==> config.mk <==
export PLATFORM = sky130hd
export DESIGN_NAME = traffic_phase_controller
export DESIGN_NICKNAME = d
export VERILOG_FILES = /design/src/rtl/traffic_phase_controller.sv
export SDC_FILE = /design/constraint.sdc
export NUM_CORES = 1
export LEC_CHECK = 0
export CORE_MARGIN = 2
export CORE_UTILIZATION = 40
export DETAILED_ROUTE_END_ITERATION = 7
export GPL_TIMING_DRIVEN = 0
export PLACE_DENSITY = 0.69
export SLEW_MARGIN = 0
export SYNTH_ARGS = -nofsm -noshare
export SYNTH_HDL_FRONTEND = slang
export SYNTH_SLANG_ARGS = --single-unit
==> constraint.sdc <==
create_clock -name clk -period 1.9 [get_ports clk]
set_input_delay 0.285 -clock clk [delete_from_list [all_inputs] [get_ports clk]]
set_output_delay 0.285 -clock clk [all_outputs]
set_load 0.02 [all_outputs]
==> src/rtl/traffic_phase_controller.sv <==
// Two-way intersection phase sequencer driven by a 1 Hz tick.
// Keeps a loadable seconds-remaining counter and latches pedestrian requests.
module traffic_phase_controller #(
    parameter int pMAX_VAL    = 99,
    parameter int pGREEN_SEC  = 25,
    parameter int pYELLOW_SEC = 3,
    parameter int pALLRED_SEC = 2,
    parameter int pPED_CUT    = 5
) (
    input  logic                           clk,
    input  logic                           rst,
    input  logic                           en,
    input  logic                           sec_tick,
    input  logic                           ped_req,
    output logic [2:0]                     ns_light,
    output logic [2:0]                     ew_light,
    output logic [$clog2(pMAX_VAL+1)-1:0]  count,
    output logic                           last,
    output logic                           pre_last,
    output logic [2:0]                     phase
);

    localparam int CW = $clog2(pMAX_VAL + 1);

    typedef enum logic [2:0] {
        ALLRED_A  = 3'd0,
        NS_GREEN  = 3'd1,
        NS_YELLOW = 3'd2,
        ALLRED_B  = 3'd3,
        EW_GREEN  = 3'd4,
        EW_YELLOW = 3'd5
    } state_t;

    localparam logic [2:0] RED = 3'b100;
    localparam logic [2:0] YEL = 3'b010;
    localparam logic [2:0] GRN = 3'b001;

    state_t          state_q, state_d, nxt;
    logic [CW-1:0]   count_q, count_d;
    logic            ped_q, ped_d;
    logic            tick;
    logic            green;

    function automatic logic [CW-1:0] dur(input state_t s);
        case (s)
            NS_GREEN, EW_GREEN:   dur = CW'(pGREEN_SEC);
            NS_YELLOW, EW_YELLOW: dur = CW'(pYELLOW_SEC);
            default:              dur = CW'(pALLRED_SEC);
        endcase
    endfunction

    // Next phase, counter reload/decrement/truncation and request latch.
    always_comb begin
        tick    = sec_tick & en;
        green   = (state_q == NS_GREEN) || (state_q == EW_GREEN);
        state_d = state_q;
        count_d = count_q;
        ped_d   = ped_q | ped_req;
        nxt     = ALLRED_A;
        case (state_q)
            ALLRED_A:  nxt = NS_GREEN;
            NS_GREEN:  nxt = NS_YELLOW;
            NS_YELLOW: nxt = ALLRED_B;
            ALLRED_B:  nxt = EW_GREEN;
            EW_GREEN:  nxt = EW_YELLOW;
            default:   nxt = ALLRED_A;
        endcase
        if (state_q > EW_YELLOW) begin
            // Corrupted encoding: fall back to a safe all-red phase.
            state_d = ALLRED_A;
            count_d = CW'(pALLRED_SEC);
            ped_d   = ped_req;
        end else if (tick) begin
            if (count_q == CW'(1)) begin
                state_d = nxt;
                count_d = dur(nxt);
                if (nxt == ALLRED_A || nxt == ALLRED_B) begin
                    ped_d = ped_req;
                end
            end else if (green && ped_q && count_q > CW'(pPED_CUT)) begin
                count_d = CW'(pPED_CUT);
            end else begin
                count_d = count_q - CW'(1);
            end
        end
    end

    // Phase, counter and pending-request registers.
    always_ff @(posedge clk or posedge rst) begin
        if (rst) begin
            state_q <= ALLRED_A;
            count_q <= CW'(pALLRED_SEC);
            ped_q   <= 1'b0;
        end else begin
            state_q <= state_d;
            count_q <= count_d;
            ped_q   <= ped_d;
        end
    end

    // Lamp decode straight from the phase register, so reset reds are immediate.
    always_comb begin
        ns_light = RED;
        ew_light = RED;
        case (state_q)
            NS_GREEN:  ns_light = GRN;
            NS_YELLOW: ns_light = YEL;
            EW_GREEN:  ew_light = GRN;
            EW_YELLOW: ew_light = YEL;
            default: begin
                ns_light = RED;
                ew_light = RED;
            end
        endcase
    end

    assign count    = count_q;
    assign last     = (count_q == CW'(1));
    assign pre_last = (count_q == CW'(2));
    assign phase    = state_q;

endmodule
==> impl_metrics.yaml <==
critical_path:
  worstPathRequired_ns: 1.62
  path_cells: "inv_2 -> ha_4 -> nor3b_4 -> nand2_2 -> inv_4 -> buf_6"
  critPathMaxStageDelay_ns: 0.57
  cp.arrival_ns: 1.54
  critPathSlowestCell: "dfstp_2"
  reg2reg_slack_ns: 0.17
  cp-end-kind: "primary output"
  crit_buf_inv: 3
  worst-path-max-fanout: 5
  startpoint_type: "register"
  worstSetupPathType: "register to primary output"
  cp_top_family: "flip-flops"
power:
  p_per_area_nw_per_um2: 1130
  switchingPower_uw: 573
  p_int_uw: 731
  combPwrFrac: 0.560
  power_frac_seq: 0.318
  p_leak_nw: 0.502
  switching_share: 0.439
  vdd_drop_max_uv: 581
  clkPwrFrac: 0.123
timing:
  min_period_ns: 1.82
  holdWs_ns: 0.309
  fin_worst_skew_ns: 0.00156
  finalSetupViolCount: 0
  post-route-period-util: 0.959
  slew_viol_final: 0
  rsz0062_at_grt: "false"
  max_freq_mhz: 549
  final_hold_viol_count: 0
  relSlewSlack: 0.725
  tightest_slew_ns: 0.412
final_layout:
  insertedDiodeCount: 0
  drive_gt1_frac: 0.276
  design_area_um2: 1150
  area_growth_pct: 40.5
  fin_nets: 136
  utilization: 0.595
die:
  pin_count: 23
  die_w_um: 49.3
  coreArea_um2: 1940
  die_y_um: 49.3
  initial_core_util: 0.423
  fp.dieArea_um2: 2430
  rows: 16
clock_network:
  clock_sinks: 11
  h-tree-depth: 1
  hold_buffers: 0
  clk_pin_slew_ns: 0.07
  numCtsBuffers: 3
  clock_latency_ns: 0.27
  clock_path_buffers: 2
  cts_tree: "built"
  cts_root_buf: "clkbuf_4"
synthesis:
  synthCells: 97
  yosysTopAreaCellShare: 0.304
  synth_flop_cell: "dfrtp_1"
  syn_nets: 105
  async_flop_share: 1.00
  synth_area_um2: 822
  synthTopCellsByCount: "10 x dfrtp_1, 10 x nand2_1, 9 x nor2_1"
  postSynthAreaPerCell_um2: 8.47
  yosysUniqueCellTypes: 42
  ys_ff_latch: 11
  netlist_top_cells_area: "dfrtp_1 30%, ha_1 4.6%, nand2_1 4.6%, nor2_1 4.1%, a21oi_1 3.7%"
  synth_area_leader_cell: "dfrtp_1"
  ys_warn_count: 0
  synth_edf_count: 0
  ys_seq_area_frac: 0.336
global_routing:
  grt_overflow_total: 0
  antenna_found_initial: 0
  grtUsageTotal: 0.192
  grt_pass1_wl_um: 3540
  grt_start_max_net_pins: 14
  first_global_vias: 799
route:
  detail_route.wl_per_cell_um: 13.2
  drt-total-wl_um: 2040
  viasPerCell: 5.29
  vias: 814
  drt_iter0_drc: 15
  ant_nets: 0
  drc: 0
  drtPass1Iterations: 4
flow_run:
  maxCapViolCount: 0
place:
  placed_area_um2: 1080
  portBuffers: 22
  dp.final_hpwl_um: 1470
  place_congestion: 0.867
run_status:
  status: "finished, final reports clean"
worst_hold_path:
  worstHoldPathType: "input pin to asynchronous set/reset pin"
-- metal layers --
| metal | vias to the layer above | global-route usage | share of wire |
|---|---|---|---|
| met5 | - | 0 | 0 |
| met4 | 0 | 0.100 | 0.023 |
| met3 | 5 | 0.0276 | 0.039 |
| met2 | 23 | 0.331 | 0.48 |
| met1 | 382 | 0.229 | 0.46 |
| li1 | 404 | - | - |
-- path summary, 6_finish.rpt --
check / cells after the start / to / start
worst min-delay path: 2 / phase[0] / rst
worst min register to register: 2 / count[1] / count[1]
worst max register to register: 6 / count[3] / count[1]
max in group asynchronous: 2 / count[1] / rst
min in group clk: 2 / count[1] / count[1]
worst max-delay path: 6 / last / count[1]
-- placed cells by master, fill, tap and decap left out, types with 2 or more instances in the layout --
cell	count
clkbuf_2	2
nand3_1	4
o21ai_0	5
inv_2	2
clkdlybuf4s50_1	14
dlygate4sd2_1	4
nand2_1	9
nor3_1	3
buf_4	6
clkbuf_4	4
a31oi_1	3
ha_1	2
dfrtp_1	7
a21oi_1	6
nand4_1	2
inv_1	5
dfrtp_2	3
nand2b_1	2
xnor2_1	3
nor2_1	8
-- metrics by stage --
step | power, mW | TNS [ns] | setup slack (ns) | instances
after global placement | 1.09 | -0.425 | -0.269 | 146
after global routing | 1.41 | 0 | 0.00215 | 154
after floorplan | 0.846 | 0 | 0.0820 | 97
final | 1.30 | 0 | 0.0780 | 154
after detailed placement | 1.10 | -0.506 | -0.296 | 146
after CTS | 1.29 | 0 | 0.0143 | 152
-- registers in the layout, summed over array words and instances, names as in the netlist --
signal and flops:
count 7, ped_q 1, phase 3
-- power by group through the flow --
| stage | registers, mW | clock network, mW | logic (mW) |
|---|---|---|---|
| after floorplan | 0.461 | 0 | 0.385 |
| after global placement | 0.401 | 0 | 0.691 |
| after detailed placement | 0.405 | 0 | 0.697 |
| after CTS | 0.411 | 0.164 | 0.719 |
| after global routing | 0.427 | 0.186 | 0.798 |
| final | 0.414 | 0.160 | 0.730 |
-- layout make-up --
class / count / area (µm²)
fill: 193 / 787
multi-input combinational: 74 / 519
sequential: 11 / 280
timing repair buffer: 27 / 243
tap: 27 / 33.8
inverter: 8 / 32.5
clock buffer: 4 / 26.3
buffer: 3 / 20.0
-- cell families after synthesis --
group,after synthesis,synth area share
AO/OA/AOI/OAI,25,0.219
XOR/XNOR,4,0.0426
adder cells (fa/ha/maj),3,0.0457
buffers and inverters,12,0.0609
flip-flops,11,0.336
multiplexers,1,0.0122
AND/OR/NAND/NOR,41,0.283
-- timing repair --
action / CTS / global route
pin swaps: 2 / 1
setup buffers: 3 / 2
gates resized for setup: 23 / 8
endpoints found under the setup margin: 8 / 4
(Power assumes the default switching activity.)
